--- src/rtl/mod_addr_gen_if.sv ---
// Bit-stream handshake and ROM-side outputs of the NCO address generator.
// The generator is the slave. The bit source and the ROM/DAC path are the master.
interface mod_addr_gen_if #(
  parameter int ADDR_WIDTH = 11
);
  logic                  bit_in;
  logic                  bit_valid;
  logic                  bit_ready;
  logic [ADDR_WIDTH-1:0] addr;
  logic                  amp_en;
  logic                  sym_strobe;
  logic                  underrun;

  modport master (
    output bit_in, bit_valid,
    input  bit_ready, addr, amp_en, sym_strobe, underrun
  );

  modport slave (
    input  bit_in, bit_valid,
    output bit_ready, addr, amp_en, sym_strobe, underrun
  );
endinterface

--- src/rtl/mod_addr_gen.sv ---
// NCO phase accumulator that produces the waveform ROM address each clock.
// It applies carrier/ASK/FSK/BPSK keying from a handshaked serial bit stream.
module mod_addr_gen #(
  parameter int ADDR_WIDTH = 11,
  parameter int ACC_WIDTH  = 24,
  parameter int SLEN_WIDTH = 16
) (
  input  logic                  clk,
  input  logic                  rst,
  input  logic                  en,
  input  logic [1:0]            mod_sel,
  input  logic [ACC_WIDTH-1:0]  fcw0,
  input  logic [ACC_WIDTH-1:0]  fcw1,
  input  logic [SLEN_WIDTH-1:0] sym_len,
  mod_addr_gen_if.slave         bus
);

  localparam logic [1:0] MOD_CAR  = 2'b00;
  localparam logic [1:0] MOD_ASK  = 2'b01;
  localparam logic [1:0] MOD_FSK  = 2'b10;
  localparam logic [1:0] MOD_BPSK = 2'b11;

  localparam logic [0:0] S_IDLE = 1'b0;
  localparam logic [0:0] S_RUN  = 1'b1;

  localparam logic [SLEN_WIDTH-1:0] LEN_ONE  = SLEN_WIDTH'(1);
  localparam logic [ADDR_WIDTH-1:0] MSB_MASK = {1'b1, {(ADDR_WIDTH-1){1'b0}}};

  logic [0:0]            state;
  logic [ACC_WIDTH-1:0]  acc;
  logic [SLEN_WIDTH-1:0] cnt;
  logic [SLEN_WIDTH-1:0] len_l;
  logic [1:0]            mod_l;
  logic                  cur_bit;
  logic                  nxt_bit;
  logic                  nxt_valid;
  logic                  sym_strobe_q;
  logic                  underrun_q;

  logic [ACC_WIDTH-1:0]  fcw_sel;
  logic [ACC_WIDTH-1:0]  acc_sum;
  logic [SLEN_WIDTH-1:0] len_eff;
  logic                  boundary;
  logic                  accept;
  logic [ADDR_WIDTH-1:0] addr_c;
  logic                  amp_c;

  // NOTE: every signal driven in always_comb is given a default first.
  // A path that leaves a signal unassigned would otherwise infer a latch.
  always_comb begin
    fcw_sel  = fcw0;
    if (mod_l == MOD_FSK && cur_bit)
      fcw_sel = fcw1;
    acc_sum  = acc + fcw_sel;
    len_eff  = (sym_len == '0) ? LEN_ONE : sym_len;
    boundary = (cnt == len_l - LEN_ONE);
    accept   = bus.bit_valid & ~nxt_valid;

    addr_c = '0;
    amp_c  = 1'b0;
    if (state == S_RUN) begin
      addr_c = acc[ACC_WIDTH-1 -: ADDR_WIDTH];
      // BPSK: inverting the address MSB is a half-period (180 degree) shift.
      if (mod_l == MOD_BPSK && cur_bit)
        addr_c = addr_c ^ MSB_MASK;
      amp_c = (mod_l == MOD_ASK) ? cur_bit : 1'b1;
    end
  end

  assign bus.bit_ready  = ~nxt_valid;
  assign bus.addr       = addr_c;
  assign bus.amp_en     = amp_c;
  assign bus.sym_strobe = sym_strobe_q;
  assign bus.underrun   = underrun_q;

  // NOTE: state registers use non-blocking assignments only.
  // All branches then read the pre-edge values, whatever their order.
  always_ff @(posedge clk or posedge rst) begin
    if (rst) begin
      state        <= S_IDLE;
      acc          <= '0;
      cnt          <= '0;
      len_l        <= '0;
      mod_l        <= MOD_CAR;
      cur_bit      <= 1'b0;
      nxt_bit      <= 1'b0;
      nxt_valid    <= 1'b0;
      sym_strobe_q <= 1'b0;
      underrun_q   <= 1'b0;
    end else begin
      sym_strobe_q <= 1'b0;
      underrun_q   <= 1'b0;

      // The handshake ignores en. A bit can only be accepted while the buffer is empty.
      // A bit can only be consumed while the buffer is full, so the two never meet.
      if (accept) begin
        nxt_valid <= 1'b1;
        nxt_bit   <= bus.bit_in;
      end

      if (en) begin
        case (state)
          S_IDLE: begin
            if (nxt_valid) begin
              state        <= S_RUN;
              cur_bit      <= nxt_bit;
              nxt_valid    <= 1'b0;
              acc          <= '0;
              cnt          <= '0;
              mod_l        <= mod_sel;
              len_l        <= len_eff;
              sym_strobe_q <= 1'b1;
            end
          end

          S_RUN: begin
            // The accumulator keeps running across symbol boundaries, so phase stays continuous.
            acc <= acc_sum;
            if (!boundary) begin
              cnt <= cnt + LEN_ONE;
            end else if (nxt_valid) begin
              cur_bit      <= nxt_bit;
              nxt_valid    <= 1'b0;
              cnt          <= '0;
              mod_l        <= mod_sel;
              len_l        <= len_eff;
              sym_strobe_q <= 1'b1;
            end else begin
              state      <= S_IDLE;
              cnt        <= '0;
              underrun_q <= 1'b1;
            end
          end

          default: state <= S_IDLE;
        endcase
      end
    end
  end

endmodule
--- src/flat_wrapper.sv ---
// flat-port wrapper written by rule: the top's interface ports become plain ports
module mod_addr_gen_flat 
#(
  parameter int ADDR_WIDTH = 11,
  parameter int ACC_WIDTH  = 24,
  parameter int SLEN_WIDTH = 16
)
  (clk, rst, en, mod_sel, fcw0, fcw1, sym_len, bus_bit_in, bus_bit_valid, bus_bit_ready, bus_addr, bus_amp_en, bus_sym_strobe, bus_underrun);
  mod_addr_gen_if #(.ADDR_WIDTH(ADDR_WIDTH)) bus_i ();
  input  logic clk;
  input  logic rst;
  input  logic en;
  input  logic [1:0] mod_sel;
  input  logic [ACC_WIDTH-1:0] fcw0;
  input  logic [ACC_WIDTH-1:0] fcw1;
  input  logic [SLEN_WIDTH-1:0] sym_len;
  input wire logic [$bits(bus_i.bit_in)-1:0] bus_bit_in;
  input wire logic [$bits(bus_i.bit_valid)-1:0] bus_bit_valid;
  output wire logic [$bits(bus_i.bit_ready)-1:0] bus_bit_ready;
  output wire logic [$bits(bus_i.addr)-1:0] bus_addr;
  output wire logic [$bits(bus_i.amp_en)-1:0] bus_amp_en;
  output wire logic [$bits(bus_i.sym_strobe)-1:0] bus_sym_strobe;
  output wire logic [$bits(bus_i.underrun)-1:0] bus_underrun;
  assign bus_i.bit_in = bus_bit_in;
  assign bus_i.bit_valid = bus_bit_valid;
  assign bus_bit_ready = bus_i.bit_ready;
  assign bus_addr = bus_i.addr;
  assign bus_amp_en = bus_i.amp_en;
  assign bus_sym_strobe = bus_i.sym_strobe;
  assign bus_underrun = bus_i.underrun;
  mod_addr_gen #(.ADDR_WIDTH(ADDR_WIDTH), .ACC_WIDTH(ACC_WIDTH), .SLEN_WIDTH(SLEN_WIDTH)) u_core (.clk(clk), .rst(rst), .en(en), .mod_sel(mod_sel), .fcw0(fcw0), .fcw1(fcw1), .sym_len(sym_len), .bus(bus_i));
endmodule
--- config.mk ---
export PLATFORM = sky130hd
export DESIGN_NAME = mod_addr_gen_flat
export DESIGN_NICKNAME = d
export VERILOG_FILES = /design/src/rtl/mod_addr_gen_if.sv /design/src/rtl/mod_addr_gen.sv /design/src/flat_wrapper.sv
export SDC_FILE = /design/constraint.sdc
export NUM_CORES = 1
export LEC_CHECK = 0
export BUFFER_PORTS_ARGS = -buffer_cell sky130_fd_sc_hd__buf_2
export CAP_MARGIN = 10
export CORE_MARGIN = 4
export CORE_UTILIZATION = 57
export DETAILED_ROUTE_END_ITERATION = 10
export GPL_TIMING_DRIVEN = 0
export PLACE_DENSITY = 0.8
export SYNTH_ARGS = -nofsm -noshare
export SYNTH_HDL_FRONTEND = slang
export SYNTH_SLANG_ARGS = --single-unit
--- constraint.sdc ---
create_clock -name clk -period 4.8 [get_ports clk]
set_clock_uncertainty 0.2 [all_clocks]
set_input_delay 1.44 -clock clk [delete_from_list [all_inputs] [get_ports clk]]
set_output_delay 1.44 -clock clk [all_outputs]
set_load 0.02 [all_outputs]
Yosys cells after proc, flatten, opt, wreduce, memory -nomap -nowiden
Cells that the tools add are included.
- logic and storage cells: 63
- bits in latches: 0
- output and inout bits: 15
- bits in read-only memories: 0
- flip-flop bits (word level): 64
- bits in writable memories: 0
- memories: 0
- muxes and demuxes: 35
- add/sub/neg operators: 3
- shifts and indexed selects: 0
- magnitude comparators: 0
- divide/modulo/power cells: 0
- reductions and logical operators: 5
- equal/unequal tests: 6
- bitwise gates (word level): 4
- multiply operators: 0
- operators with widths (cell ; count):
    $mux W16 ; 5
    $pmux W16 S2 ; 2
    $mux W24 ; 2
    $pmux W24 S2 ; 1
    $add A24 B24 Y24 ; 1
    $mux W11 ; 2
    $add A16 B1 Y16 const B ; 1
    $eq A16 B16 Y1 ; 1
    $logic_not A16 Y1 ; 1
    $mux W1 ; 16
    $sub A16 B1 Y16 const B ; 1
    $pmux W1 S2 ; 4
    $eq A2 B2 Y1 const B ; 2
    $mux W2 ; 2
    $pmux W2 S2 ; 1
    $reduce_and A2 Y1 ; 2
    $not A1 Y1 ; 3
    $eq A2 B1 Y1 const B ; 1
    $logic_and A1 B1 Y1 ; 2
    $ne A2 B1 Y1 const B ; 1
    $ne A2 B2 Y1 const B ; 1
    $and A1 B1 Y1 ; 1

Longest topological paths before layout
- depth after elaboration: 7
- depth in mapped cells: 13
- depth with buffers taken out: 13

Worst setup path after synthesis
Ideal clock, no wire load.
- path kind: input to register
- from: input fcw0[1]
- to: register u_core.acc[23]
- data arrival time: 3.482 ns
- buffers on the path: 0
- stages on the path: 10
- path slack: 0.984 ns
- path through: mux2_2 -> ha_1 -> a211oi_1 -> o211ai_1 -> a31oi_1 -> a31oi_1 -> a211oi_1 -> a21oi_1 -> xnor2_1 -> o21ai_0
- longest elaborated chain between the ends: 3
- RTL lines (what ; RTL line ; text):
    start: declaration ; flat_wrapper.sv:14 ; input logic [ACC_WIDTH-1:0] fcw0;
    $mux W24 ; mod_addr_gen.sv:52 ; if (mod_l == MOD_FSK && cur_bit)
    $add A24 B24 Y24 ; mod_addr_gen.sv:54 ; acc_sum = acc + fcw_sel;
    $pmux W24 S2 ; mod_addr_gen.sv:102 ; case (state)
    end signal: assignment ; mod_addr_gen.sv:118 ; acc <= acc_sum;
    end: declaration ; mod_addr_gen.sv:30 ; logic [ACC_WIDTH-1:0] acc;
No other way between the ends.
A chain may end at the register's enable or synchronous reset.

Worst setup path after layout
- from: register u_core.mod_l[0]
- to: register u_core.acc[23]
- longest elaborated chain between the ends: 5
- RTL lines (what ; RTL line ; text):
    start: declaration ; mod_addr_gen.sv:33 ; logic [1:0] mod_l;
    start signal: assignment ; mod_addr_gen.sv:110 ; mod_l <= mod_sel;
    start signal: assignment ; mod_addr_gen.sv:125 ; mod_l <= mod_sel;
    $eq A2 B2 Y1 ; mod_addr_gen.sv:52 ;
    $logic_and A1 B1 Y1 ; mod_addr_gen.sv:52 ;
    $mux W24 ; mod_addr_gen.sv:52 ;
    $add A24 B24 Y24 ; mod_addr_gen.sv:54 ;
    $pmux W24 S2 ; mod_addr_gen.sv:102 ;
No other way between the ends.

==> metrics <==
RSZ-0062 raised after global routing=no; sequential-to-total area share from yosys stat=33.1%; maximum vdd drop=275 uV; syn_area_per_cell=9.32 um2; element type at the critical path start=flip-flop; warning count from the yosys run=0; Layout fillers=675; P per Cell Area=516 nW/um2; Seq cells post-synth=64; IO Count=86; Most Crowded Layer GR=met2; Post-CTS Setup Bufs=0; share of the synthesized area in the top cell type=33.1%; clock transition at the registers of the reported paths=0.07 ns; final core occ=68.4%; CTS Buf Count=9; Layout Cells excl Fill=725; setup_tns=0 ns; Hold WC Path Type=reg2reg; Vias/cell=5.92; max cap viols=0; worst skew pair latency=0.34 ns; Detail Route Antenna Nets=0; die footprint=10,000 um2; number of global-route vias before repair=4,386; status=finished, final reports clean; Max Clk Rate=238 MHz; crit path kind=reg2reg; Final Cycle Share=87.5%; reg2reg path depth=12; Setup WS pre-CTS=0.367 ns; DR iter-0 viols=189; Die Y=100 um; fin crit period=4.20 ns; Post-Syn Area=4840 um2; post-detailed-route wirelength per cell=16.6 um; Residual DRC=0; H-tree lvl count=3; Congestion Overflow GR=0; die width=100 um; Core ar.=8220 um2; ys async rst share=100%; Post-synth EDFFs=0; Crit. End Element=flip-flop; cells after synthesis=519; clock tree from TritonCTS=done; most used flip-flop cell after synthesis=dfrtp_1; starting density of the core=58.9%; Netlist cell types=58; total clock sinks=64; layout overhead on the synthesized area=16.2%; Nets=712; final setup fails=0; GRT met1 Usage=31.4%; Max-Slew Margin vs Limit=51.9%; overall power=2.90 mW; Gates resized, CTS repair=0; critical path peak fanout=10; Inst Count DP=709; Root Driver=clkbuf_8; met2 global-route usage=43.5%; via count=4,291; Required @ worst endpoint=4.80 ns; GP Congestion=0.956; Max Root-Sink Buffers=2; first-pass GRT wire length=20,100 um; syn nets=616; most common cell after layout, fill and taps aside=buf_2; leading area contributor after synthesis=dfrtp_1; R2R Setup Slk=0.60 ns; Fin. Hold Viols=0; dominant cells by area after synthesis=dfrtp_1 33%, ha_1 6.5%, mux2_2 5.6%; r2r startpoint=u_core.mod_l[0]; WHS Endpoint=u_core.acc[0]; ANT cells=0; Hold Crit Start=u_core.acc[0]; hold-fix buffers at CTS=0; most frequent cells in the layout=84 x buf_2, 64 x dfrtp_1, 49 x nand2_1, 39 x o21ai_0; share of cells above drive strength 1=24.8%; LEAKAGE=2.58 nW; initial antenna violation count=0; Placement Rows=33; met3 global-route usage=4.52%; CP arrival=4.20 ns; GRT Util Overall=24.8%; CP startpoint=u_core.mod_l[0]; r2r endpoint=u_core.acc[23]; total area of sequential cells=1600 um2; port bufs=84; hpwl dp=9230 um; area of the multi-input gates=3050 um2; max-slew violation count=0; largest net degree at the start of global routing=34; overall routed net length=12,100 um; Hold Path Cell Cnt=2; final worst setup slack=0.601 ns; Tightest Pin Transition=0.720 ns; Initial DRT Pass Iterations=5
critical path: stages, from the launching register on:
cell and delay [ns]:
dfrtp_1 0.40, nand3b_1 0.30, clkbuf_1 0.52, mux2_2 0.41, ha_1 0.33, o211ai_1 0.24, o211ai_1 0.18, a31oi_1 0.32
a31oi_1 0.26, a211oi_1 0.45, a21oi_1 0.19, xnor2_1 0.18, o21ai_0 0.08
routing by layer:
metal,wire [um],up-vias
met2,6050,119
met3,563,20
li1,-,2080
met5,0,-
met1,5250,2072
met4,195,0
registers in the layout (all words and copies together) (netlist names):
register,count
u_core.acc,24
u_core.cnt,16
u_core.len_l,16
u_core.mod_l,2
u_core.bus.sym_strobe,1
u_core.bus.underrun,1
u_core.cur_bit,1
u_core.nxt_bit,1
u_core.nxt_valid,1
u_core.state,1
where the power goes:
| part | internal, mW | switching (mW) |
|---|---|---|
| logic | 0.676 | 0.820 |
| clock network | 0.307 | 0.213 |
| registers | 0.711 | 0.173 |
cells by family after synthesis:
logic type / Yosys count / synth area share (%)
xor+xnor: 45 / 8.15
flops: 64 / 33.1
buf+inv: 38 / 3.78
compound gates: 130 / 17.4
simple gates: 173 / 19.4
fa+ha+maj: 26 / 6.88
mux: 43 / 11.3
Yosys cell counts (3+ instances only):
master     n
dfrtp_1   64
nand2_1   49
o21ai_0   39
a21oi_1   25
ha_1      25
mux2_2    24
nor3_1    24
xnor2_1   23
xor2_1    22
nor2_1    20
clkbuf_1  17
inv_1     17
mux2_4    17
nand3_1   14
and2_1    13
a21o_1    11
and3_1    10
nor4_1     8
nor3b_1    7
a21boi_0   6
a31oi_1    6
o211ai_1   6
o31ai_1    6
a211oi_1   5
nand2b_1   5
or3_1      4
a32oi_1    3
nand4_1    3
o21a_1     3
or4_1      3
area by class of cell:
type	count	share of cell area (%)
well taps	105	2.34
clock buffers	13	2.65
repair buffers	85	7.83
flip-flops and latches	64	28.5
multi-input cells	417	54.3
inverters	17	1.14
clock inverters	3	1.16
plain buffers	21	2.11
worst max path at each step:
stage	endpoint	slack (ns)
2_1_floorplan	u_core.acc[23]	0.98
3_3_place_gp	u_core.acc[23]	0.48
3_5_place_dp	u_core.acc[23]	0.37
4_1_cts	u_core.acc[23]	0.62
5_1_grt	u_core.acc[23]	0.33
6_report	u_core.acc[23]	0.60
through the flow:
stage / instance area [um2] / hold slack [ns]
2_1_floorplan: 4840 / 0.245
3_3_place_gp: 5390 / 0.263
3_5_place_dp: 5410 / 0.270
4_1_cts: 5620 / 0.285
5_1_grt: 5620 / 0.323
6_report: 5620 / 0.282
(Power assumes the default switching activity.)
